## src/rtl/pll_reset_sequencer.sv

```systemverilog
// Sequences the ECP5 EHXPLLL reset pulse, lock qualification and staggered per-domain reset release.
// Build option: define PLL_RETRY_EN to retry forever on lock timeout instead of latching in FAULT.
module pll_reset_sequencer #(
  parameter int unsigned PLL_RST_CYCLES = 16,
  parameter int unsigned LOCK_TIMEOUT   = 65536,
  parameter int unsigned SETTLE_CYCLES  = 1024,
  parameter int unsigned STAGGER        = 4,
  parameter int unsigned NDOM           = 2
) (
  input  logic            clock,
  input  logic            reset_n,
  input  logic            locked,
  input  logic            force_reset,
  input  logic            clear_lost,
  output logic            pll_rst,
  output logic [NDOM-1:0] dom_rst_n,
  output logic            ready,
  output logic            lock_lost,
  output logic [3:0]      retries
);

  localparam int unsigned RET_W   = 4;
  localparam int unsigned REL_MAX = NDOM * STAGGER;
  localparam int unsigned MAX_A   = (PLL_RST_CYCLES > LOCK_TIMEOUT) ? PLL_RST_CYCLES : LOCK_TIMEOUT;
  localparam int unsigned MAX_B   = (SETTLE_CYCLES > REL_MAX) ? SETTLE_CYCLES : REL_MAX;
  localparam int unsigned CNT_MAX = (MAX_A > MAX_B) ? MAX_A : MAX_B;
  localparam int unsigned CNT_W   = $clog2(CNT_MAX) + 1;
  localparam int unsigned DOM_IW  = (NDOM > 1) ? $clog2(NDOM) : 1;

`ifdef PLL_RETRY_EN
  typedef enum logic [2:0] {
    ST_PLLRST, ST_WAITLOCK, ST_SETTLE, ST_RELEASE, ST_RUN
  } state_e;
`else
  typedef enum logic [2:0] {
    ST_PLLRST, ST_WAITLOCK, ST_SETTLE, ST_RELEASE, ST_RUN, ST_FAULT
  } state_e;
`endif

  state_e             r_state;
  state_e             w_state_nxt;
  logic [CNT_W-1:0]   r_cnt;
  logic [CNT_W-1:0]   w_cnt_nxt;
  logic [1:0]         r_sync;
  logic               w_locked_s;
  logic               r_pll_rst;
  logic               w_pll_rst_nxt;
  logic [NDOM-1:0]    r_dom_rst_n;
  logic [NDOM-1:0]    w_dom_nxt;
  logic               r_ready;
  logic               w_ready_nxt;
  logic               r_lock_lost;
  logic               w_lost_nxt;
  logic [RET_W-1:0]   r_retries;
  logic [RET_W-1:0]   w_retries_nxt;

  assign w_locked_s = r_sync[1];

  // State, counter, synchroniser and all outputs are registered here
  always_ff @(posedge clock or negedge reset_n) begin
    if (!reset_n) begin
      r_state     <= ST_PLLRST;
      r_cnt       <= '0;
      r_sync      <= '0;
      r_pll_rst   <= 1'b1;
      r_dom_rst_n <= '0;
      r_ready     <= 1'b0;
      r_lock_lost <= 1'b0;
      r_retries   <= '0;
    end else begin
      r_state     <= w_state_nxt;
      r_cnt       <= w_cnt_nxt;
      r_sync      <= {r_sync[0], locked};
      r_pll_rst   <= w_pll_rst_nxt;
      r_dom_rst_n <= w_dom_nxt;
      r_ready     <= w_ready_nxt;
      r_lock_lost <= w_lost_nxt;
      r_retries   <= w_retries_nxt;
    end
  end

  // Next state and next output values
  always_comb begin
    w_state_nxt   = r_state;
    w_cnt_nxt     = r_cnt + CNT_W'(1);
    w_pll_rst_nxt = 1'b0;
    w_dom_nxt     = r_dom_rst_n;
    w_ready_nxt   = 1'b0;
    w_lost_nxt    = r_lock_lost & ~clear_lost;
    w_retries_nxt = r_retries;

    case (r_state)
      ST_PLLRST: begin
        w_pll_rst_nxt = 1'b1;
        w_dom_nxt     = '0;
        if (r_cnt == CNT_W'(PLL_RST_CYCLES - 1)) begin
          w_state_nxt   = ST_WAITLOCK;
          w_cnt_nxt     = '0;
          w_pll_rst_nxt = 1'b0;
        end
      end

      ST_WAITLOCK: begin
        w_dom_nxt = '0;
        if (w_locked_s) begin
          w_state_nxt = ST_SETTLE;
          w_cnt_nxt   = '0;
        end else if (r_cnt == CNT_W'(LOCK_TIMEOUT - 1)) begin
          w_cnt_nxt = '0;
          if (r_retries != '1) w_retries_nxt = r_retries + RET_W'(1);
`ifdef PLL_RETRY_EN
          w_state_nxt   = ST_PLLRST;
          w_pll_rst_nxt = 1'b1;
`else
          w_state_nxt   = ST_FAULT;
`endif
        end
      end

      // Any unlocked cycle restarts qualification without counting as a retry
      ST_SETTLE: begin
        w_dom_nxt = '0;
        if (!w_locked_s) begin
          w_state_nxt = ST_WAITLOCK;
          w_cnt_nxt   = '0;
        end else if (r_cnt == CNT_W'(SETTLE_CYCLES - 1)) begin
          w_cnt_nxt    = '0;
          w_dom_nxt[0] = 1'b1;
          if (NDOM == 1) begin
            w_state_nxt = ST_RUN;
            w_ready_nxt = 1'b1;
          end else begin
            w_state_nxt = ST_RELEASE;
          end
        end
      end

      ST_RELEASE: begin
        if (!w_locked_s) begin
          w_state_nxt   = ST_PLLRST;
          w_cnt_nxt     = '0;
          w_pll_rst_nxt = 1'b1;
          w_dom_nxt     = '0;
        end else begin
          for (int unsigned k = 1; k < NDOM; k++) begin
            if (r_cnt == CNT_W'(k * STAGGER - 1)) w_dom_nxt[DOM_IW'(k)] = 1'b1;
          end
          if (r_cnt == CNT_W'((NDOM - 1) * STAGGER - 1)) begin
            w_state_nxt = ST_RUN;
            w_cnt_nxt   = '0;
            w_ready_nxt = 1'b1;
          end
        end
      end

      ST_RUN: begin
        w_cnt_nxt   = '0;
        w_dom_nxt   = '1;
        w_ready_nxt = 1'b1;
        if (!w_locked_s) begin
          w_state_nxt   = ST_PLLRST;
          w_pll_rst_nxt = 1'b1;
          w_dom_nxt     = '0;
          w_ready_nxt   = 1'b0;
          w_lost_nxt    = 1'b1;
        end
      end

`ifndef PLL_RETRY_EN
      ST_FAULT: begin
        w_cnt_nxt = '0;
        w_dom_nxt = '0;
      end
`endif

      default: begin
        w_state_nxt   = ST_PLLRST;
        w_cnt_nxt     = '0;
        w_pll_rst_nxt = 1'b1;
        w_dom_nxt     = '0;
      end
    endcase

    // Restart request overrides everything except the sticky lock_lost and retries
    if (force_reset) begin
      w_state_nxt   = ST_PLLRST;
      w_cnt_nxt     = '0;
      w_pll_rst_nxt = 1'b1;
      w_dom_nxt     = '0;
      w_ready_nxt   = 1'b0;
      w_retries_nxt = r_retries;
    end
  end

  assign pll_rst   = r_pll_rst;
  assign dom_rst_n = r_dom_rst_n;
  assign ready     = r_ready;
  assign lock_lost = r_lock_lost;
  assign retries   = r_retries;

endmodule

```

## config.mk

```make
export PLATFORM = sky130hd
export DESIGN_NAME = pll_reset_sequencer
export DESIGN_NICKNAME = d
export VERILOG_FILES = /design/src/rtl/pll_reset_sequencer.sv
export SDC_FILE = /design/constraint.sdc
export NUM_CORES = 1
export LEC_CHECK = 0
export ABC_CLOCK_PERIOD_IN_PS = 3000
export CORE_MARGIN = 4
export CORE_UTILIZATION = 30
export DETAILED_ROUTE_END_ITERATION = 16
export HOLD_SLACK_MARGIN = 0.06
export MAX_ROUTING_LAYER = met4
export PLACE_DENSITY = 0.52
export SLEW_MARGIN = 20
export SYNTH_ARGS = -nofsm -noshare
export SYNTH_HDL_FRONTEND = slang
export SYNTH_SLANG_ARGS = --single-unit
```

## constraint.sdc

```tcl
create_clock -name clock -period 3 [get_ports clock]
set_input_delay 0.45 -clock clock [delete_from_list [all_inputs] [get_ports clock]]
set_output_delay 0.45 -clock clock [all_outputs]
set_load 0.01 [all_outputs]
```

== After elaboration in Yosys (flattened, before gate mapping) ==
Index checks and enable logic that the tools add are counted.

* Output and inout port bits: 9
* Memory bits (writable): 0
* Bits in registers: 31
* Memories: 0
* Memory bits (read-only): 0
* Bits of input ports: 5
* Bits in latches: 0
* Word-level logic and storage cells: 75

* Bitwise gates (word level): 4
* Div/mod/pow operators: 0
* $mul: 0
* Equality and inequality tests: 17
* Mux-type cells: 38
* Order comparisons: 0
* Add/sub/neg operators: 2
* Reductions and logical operators: 5
* Shift-type cells: 0

{| class="wikitable"
|+ Operator list
! operator !! number
|-
| $mux 17 || 8
|-
| $pmux 17 s4 || 1
|-
| $mux 3 || 9
|-
| $pmux 3 s6 || 1
|-
| $add 17x1->17 const B || 1
|-
| $eq 17x10->1 const B || 1
|-
| $eq 17x16->1 const B || 1
|-
| $eq 17x2->1 const B || 1
|-
| $eq 17x4->1 const B || 1
|-
| $ne 4x4->1 const B || 4
|-
| $mux 1 || 14
|-
| $ne 3x3->1 const B || 3
|-
| $eq 3x2->1 const B || 2
|-
| $eq 3x3->1 const B || 2
|-
| $pmux 2 s3 || 1
|-
| $reduce_and 6->1 || 1
|-
| $reduce_and 5->1 || 1
|-
| $add 4x1->4 const B || 1
|-
| $mux 2 || 2
|-
| $eq 3x1->1 const B || 1
|-
| $logic_not 3->1 || 1
|-
| $not 1->1 || 3
|-
| $pmux 1 s3 || 1
|-
| $reduce_or 3->1 || 1
|-
| other kinds (4) || 4
|}

== Longest topological paths before layout ==
Gate-level depths: netlist (run 1).

* Word-level depth: 5
* Mapped depth: 11
* Gate-level depth less buffers: 11

== Worst setup path before layout (run 1) ==
Ideal clock, no wire load.

* Path kind: register -> register
* Start: register r_cnt[0]
* End: register r_cnt[10]
* Path buffers: 2
* Library setup time: 0.142 ns
* Stages on the path, launching flop included: 11
* Path slack: 0.896 ns
* Data required time: 2.858 ns
* Arrival: 1.962 ns
* Cell sequence: dfrtp_1 -> ha_1 -> nand4_2 -> nor2_1 -> nand3_1 -> inv_1 -> ha_1 -> nand2b_1 -> clkbuf_1 -> clkbuf_1 -> a211oi_1

* Cells in the longest elaborated chain, start to end: 5
* Elaborated cells between the ends (all ways): 14
* Classes of those cells: add/sub (1); eq/ne (4); mux (9)

{| class="wikitable"
|+ Ends and longest elaborated chain
! item !! RTL line !! source
|-
| start, declared || 42 || <nowiki>logic [CNT_W-1:0] r_cnt;</nowiki>
|-
| start signal, assigned || 72 || <nowiki>r_cnt <= w_cnt_nxt;</nowiki>
|-
| $add 17x1->17, or another cell as far along || 85 || <nowiki>w_cnt_nxt = r_cnt + CNT_W'(1);</nowiki>
|-
| $mux 17, on equally long branches || 148, 108, 126 ||
|-
| $mux 17, on equally long branches || 139, 105, 123 ||
|-
| $pmux 17 s4 (*) || 92 || <nowiki>case (r_state)</nowiki>
|-
| $mux 17 (*) || 185 || <nowiki>if (force_reset) begin</nowiki>
|-
| net w_cnt_nxt[10] || 43 || <nowiki>logic [CNT_W-1:0] w_cnt_nxt;</nowiki>
|}

Mark *: on every way through the listed nets, which the timed path passes. The rest lies on a longest branch.
A chain may end at the register's enable or synchronous reset.

== Worst setup path after layout (run 1) ==
* Start: register r_cnt[0]
* End: register r_cnt[12]

The elaborated chain is that of the path after synthesis.

==> flow_metrics.py, run 1 <==
metrics = {
    "logic_synthesis": {
        "netlist_top_cells_area": "dfrtp_1 (44%), a211oi_1 (6.6%), xnor2_1 (5.7%)",
        "synth_cell_types": 44,
        "ys_seq_elements": 31,
        "syn_inst": 174,
        "ys_seq_area_share_pct": 45.8,
        "synthTopCellsByCount": "dfrtp_1 (30), a211oi_1 (15), nand2_1 (15)",
        "syn_area_um2": 1700,
        "synth_top_cell_by_area": "dfrtp_1",
        "synth_nets": 183,
        "async_reset_ff_share_pct": 100,
        "synth_ff_type": "dfrtp_1",
        "synth-edff-count": 0,
        "synth_top_area_share_pct": 44.2,
        "avgSynthCellArea_um2": 9.75,
        "synth_most_common_cell": "dfrtp_1",
        "synth_warnings": 0,
    },
    "detailed_routing": {
        "dr.first_iter.drc_count": 23,
        "wl_per_cell_um": 13.5,
        "first_pass_iters": 4,
        "drc": 0,
        "drt-total-wl_um": 3450,
        "viasPerCell": 4.98,
        "detail-route-antenna-nets": 0,
        "vias": 1276,
    },
    "timing": {
        "rsz0062_at_grt": "no",
        "relSlewSlack_pct": 57.3,
        "hold_viol": 0,
        "final.min_clock_period_ns": 2.43,
        "tightest_slew_ns": 0.640,
        "finalSetupViolCount": 0,
        "fin_crit_sh_pct": 81.0,
        "skew_ns": 0.00937,
        "slew_violations": 0,
        "tns_ns": 0,
        "fin_hold_ws_ns": 0.349,
        "fmax_mhz": 412,
    },
    "global_routing": {
        "grt_pass1_vias": 1230,
        "grt_pass1_wl_um": 5950,
        "grt_max_degree": 32,
        "grt_usage_pct": 10.9,
        "antenna_found_initial": 0,
        "grt.overflow.total": 0,
    },
    "outcome": {
        "outcome": "finished clean",
    },
    "clocking": {
        "cts_hold_buf": 0,
        "cts_resized": 0,
        "cts_max_level": 2,
        "clock-sinks": 31,
        "clock_latency_ns": 0.28,
        "cts_root_buffer": "clkbuf_8",
        "cts_made_buffers": 5,
        "clk_pin_slew_ns": 0.06,
        "cts_tree": "built",
        "clk_path_buf_depth": 2,
        "post_cts_buffers": 0,
    },
    "floorplan": {
        "initial_core_util_pct": 30.8,
        "rows": 27,
        "ios": 14,
        "dieArea_um2": 6920,
        "die_w_um": 83.2,
        "core_um2": 5510,
        "die_h_um": 83.2,
    },
    "cells_and_area": {
        "fillers": 546,
        "fin_cells": 256,
        "fin_util_pct": 35.6,
        "seq_area_um2": 777,
        "nets": 193,
        "area_growth_pct": 15.6,
        "finalInstanceArea_um2": 1960,
        "multi_input_area_um2": 840,
        "diodes": 0,
        "drive_gt1_share_pct": 7.61,
    },
    "power": {
        "p_per_area_nw_per_um2": 508,
        "leakage_nw": 0.763,
        "peakVddDrop_uv": 253,
    },
    "worst_setup_path": {
        "crit_type": "reg2reg",
        "cp.required_ns": 3.11,
        "cp.arrival_ns": 2.54,
        "start_kind": "register",
        "critical_path.max_fanout": 17,
        "end_kind": "register",
    },
    "placement": {
        "postPlaceCellArea_um2": 1870,
        "dp.cells": 249,
        "gp_congestion": 0.757,
        "dp_hpwl_um": 2390,
        "io_buffers": 13,
    },
    "min_path": {
        "hold_class": "reg2reg",
    },
    "flow_run": {
        "maxCapViolCount": 0,
    },
}
## layer usage
layer	routed length, um	global-route usage (%)	vias up
met4	46	3.57	0
li1	-	-	648
met1	1790	14.6	596
met3	134	3.67	7
met5	0	-	-
met2	1480	15.4	25
## worst paths after layout
check	start	end	slack [ns]	cells past startpoint
max reg2reg	r_cnt[0]	r_cnt[12]	0.57	6
max in group asynchronous	reset_n	pll_rst	2.13	2
max	r_cnt[0]	r_cnt[12]	0.57	6
min	r_sync[0]	r_sync[1]	0.35	0
min reg2reg	r_sync[0]	r_sync[1]	0.35	0
min in group asynchronous	reset_n	dom_rst_n[0]	0.56	2
## registers in the layout, indices dropped and copies added (netlist names)
register and flops:
r_cnt 17, retries 4, r_state 3, dom_rst_n 2, r_sync 2, lock_lost 1
pll_rst 1, ready 1
## layout make-up
type	instances	area share [%]
multi-input combinational	124	42.8
sequential	31	39.6
timing repair buffer	14	7.02
tap	72	4.59
clock buffer	6	4.21
inverter	8	1.53
clock inverter	1	0.255
## kinds of logic after synthesis
logic type,share of synthesized area (%)
compound gates,16.2
xor+xnor,9.29
fa+ha+maj,2.95
buf+inv,4.72
flops,45.8
mux,0.664
simple gates,20.4
## layout by cell type, fill, tap and decap left out, types with 3 or more instances in the layout
cell type,netlist,routed
nand3_1,9,9
nand4_1,5,5
nand2b_1,3,3
o2111ai_1,3,3
xnor2_1,11,11
xor2_1,7,7
inv_1,8,8
nand2_1,15,15
a211oi_1,15,15
clkdlybuf4s50_1,0,13
clkbuf_8,0,6
ha_1,4,4
a21oi_1,3,3
nor2_1,11,11
nor3_1,4,4
dfrtp_1,30,30
o21ai_0,5,5
## stage by stage
step | setup slack (ns) | total power, mW
floorplan | 0.896 | 0.632
global placement | 0.639 | 0.675
detailed placement | 0.599 | 0.673
CTS | 0.583 | 1.01
global route | 0.341 | 1.07
finish | 0.571 | 0.997
## power by group
part	switching, mW	total (mW)	leakage [nW]	internal (mW)
Clock	0.153	0.333	0.0470	0.180
Sequential	0.0396	0.484	0.423	0.445
Combinational	0.116	0.180	0.294	0.0636
Total	0.309	0.997	0.763	0.688
## worst max-delay path, cell delays in order (launching register included)
cell and delay, ns:
dfrtp_1 0.38, ha_1 0.25, nand4_2 0.15, or2_1 0.30
o31ai_2 0.35, o311a_1 0.65, a211oi_1 0.19
(Power assumes the default switching activity.)
==> run 2, diff against run 1 <==
--- a/config.mk
+++ b/config.mk
@@ -5,13 +5,13 @@
 export SDC_FILE = /design/constraint.sdc
 export NUM_CORES = 1
 export LEC_CHECK = 0
-export ABC_CLOCK_PERIOD_IN_PS = 3000
+export ABC_CLOCK_PERIOD_IN_PS = 2000
 export CORE_MARGIN = 4
 export CORE_UTILIZATION = 30
 export DETAILED_ROUTE_END_ITERATION = 16
 export HOLD_SLACK_MARGIN = 0.06
 export MAX_ROUTING_LAYER = met4
-export PLACE_DENSITY = 0.52
+export PLACE_DENSITY = 0.53
 export SLEW_MARGIN = 20
 export SYNTH_ARGS = -nofsm -noshare
 export SYNTH_HDL_FRONTEND = slang
==> constraint.sdc (replaced) <==
create_clock -name clock -period 2 [get_ports clock]
set_input_delay 0.3 -clock clock [delete_from_list [all_inputs] [get_ports clock]]
set_output_delay 0.3 -clock clock [all_outputs]
set_load 0.01 [all_outputs]
==> flow_metrics.py, run 2 (synthesis gave the netlist of run 1 again) <==
metrics = {
    "outcome": {
        "outcome": "finished clean",
    },
    "clocking": {
        "clock_latency_ns": 0.29,
        "clock-sinks": 31,
        "clk_path_buf_depth": 2,
        "cts_hold_buf": 0,
        "cts_root_buffer": "clkbuf_8",
        "cts_max_level": 2,
        "cts_made_buffers": 5,
        "cts_tree": "built",
        "clk_pin_slew_ns": 0.06,
    },
    "cells_and_area": {
        "drive_gt1_share_pct": 25.4,
        "nets": 217,
        "largest_register_ffs": 17,
        "fin_util_pct": 41.0,
        "layout_common_cells": "dfrtp_1 (29), buf_4 (23), nand2_1 (15), clkdlybuf4s50_1 (13), xnor2_1 (11)",
        "top_register": "r_cnt",
        "area_growth_pct": 33.0,
        "mostFrequentLayoutCell": "dfrtp_1",
        "fin_cells": 281,
        "finalInstanceArea_um2": 2260,
        "diodes": 0,
        "fillers": 541,
    },
    "global_routing": {
        "grt_max_degree": 32,
        "grt.overflow.total": 0,
        "grt_usage_pct": 12.1,
        "grt_pass1_vias": 1406,
        "grt_pass1_wl_um": 6780,
        "antenna_found_initial": 0,
    },
    "min_path": {
        "hold_class": "reg2reg",
    },
    "floorplan": {
        "initial_core_util_pct": 30.8,
        "core_um2": 5510,
        "die_w_um": 83.2,
        "rows": 27,
        "ios": 14,
        "dieArea_um2": 6920,
        "die_h_um": 83.2,
    },
    "power": {
        "p_switching_uw": 516,
        "leakage_nw": 0.904,
        "combPwrFrac_pct": 27.2,
        "p_clk_share_pct": 28.7,
        "sw_frac_of_total_pct": 31.4,
        "p_int_mw": 1.13,
        "p_per_area_nw_per_um2": 729,
        "finalPower_mw": 1.64,
        "seq_power_share_pct": 44.1,
        "peakVddDrop_uv": 361,
    },
    "timing": {
        "setup_slack_ns": 0.0578,
        "slew_violations": 0,
        "relSlewSlack_pct": 73.0,
        "fmax_mhz": 515,
        "tns_ns": 0,
        "hold_viol": 0,
        "skew_ns": 0.00588,
        "finalSetupViolCount": 0,
        "final.min_clock_period_ns": 1.94,
        "tightest_slew_ns": 0.405,
        "rsz0062_at_grt": "yes",
        "fin_hold_ws_ns": 0.344,
        "fin_crit_sh_pct": 97.1,
    },
    "detailed_routing": {
        "vias": 1422,
        "first_pass_iters": 5,
        "viasPerCell": 5.06,
        "detail-route-antenna-nets": 0,
        "wl_per_cell_um": 14.3,
        "dr.first_iter.drc_count": 41,
        "drc": 0,
        "drt-total-wl_um": 4010,
    },
    "worst_setup_path": {
        "slowest_delay_ns": 0.46,
        "crit_path_top_delay_cell": "or4_1",
        "crit_chain": "ha_4 -> nand4_4 -> or2_4 -> or4_1 -> a211o_1 -> a21oi_2",
        "critical_path.max_fanout": 3,
        "start_kind": "register",
        "cp.required_ns": 2.21,
        "crit_type": "reg2reg",
        "cp.arrival_ns": 2.16,
        "end_kind": "register",
    },
    "placement": {
        "gp_congestion": 0.797,
        "dp.cells": 269,
        "dp_slack_ns": -0.0545,
        "postPlaceCellArea_um2": 2050,
        "dp_hpwl_um": 2660,
        "io_buffers": 13,
    },
    "flow_run": {
        "maxCapViolCount": 0,
    },
}
-- run 2: cell type report --
| type | instances | area, um2 | area share, % |
|---|---|---|---|
| Timing Repair Buffer | 38 | 343 | 15.2 |
| Tap cell | 72 | 90.1 | 3.99 |
| Inverter | 8 | 30.0 | 1.33 |
| Clock buffer | 8 | 80.1 | 3.55 |
| Multi-Input combinational cell | 124 | 935 | 41.4 |
| Sequential cell | 31 | 778 | 34.5 |
-- run 2: what timing repair did --
item	4_1_cts	5_1_grt
endpoints found under the setup margin	2	24
pin swaps	0	8
resized for setup	1	21
setup buffers	1	3
-- run 2: worst paths after layout --
check                                from      endpoint  slack (ns)  cells past startpoint
max in group asynchronous         reset_n       pll_rst        1.26                      2
worst max register to register   r_cnt[0]  dom_rst_n[0]        0.06                      6
worst min-delay path            r_sync[0]     r_sync[1]        0.34                      0
worst min register to register  r_sync[0]     r_sync[1]        0.34                      0
min in group asynchronous         reset_n    retries[2]        0.41                      2
worst max-delay path             r_cnt[0]  dom_rst_n[0]        0.06                      6
-- run 2: worst max-delay path, delay by kind of cell, from the launching register on --
kind,cells,cell delay (ns)
and+or+nand+nor,3,0.85
DFF,1,0.41
adders and majority gates,1,0.17
AOI/OAI and AO/OA,2,0.44
-- run 2: per-layer routing --
metal | global-route usage, % | vias to the layer above | part of all wire, %
met5 | - | - | 0
met2 | 17.7 | 23 | 48
met3 | 3.57 | 7 | 4.2
met1 | 15.8 | 697 | 46
li1 | - | 695 | -
met4 | 4.46 | 0 | 1.7
-- run 2: power by group through the flow --
| stage | logic, mW | registers (mW) | clock network, mW |
|---|---|---|---|
| 6_report | 0.447 | 0.726 | 0.472 |
| 5_1_grt | 0.493 | 0.734 | 0.517 |
| 4_1_cts | 0.417 | 0.715 | 0.496 |
| 3_5_place_dp | 0.415 | 0.725 | 0 |
| 3_3_place_gp | 0.418 | 0.727 | 0 |
| 2_1_floorplan | 0.240 | 0.709 | 0 |
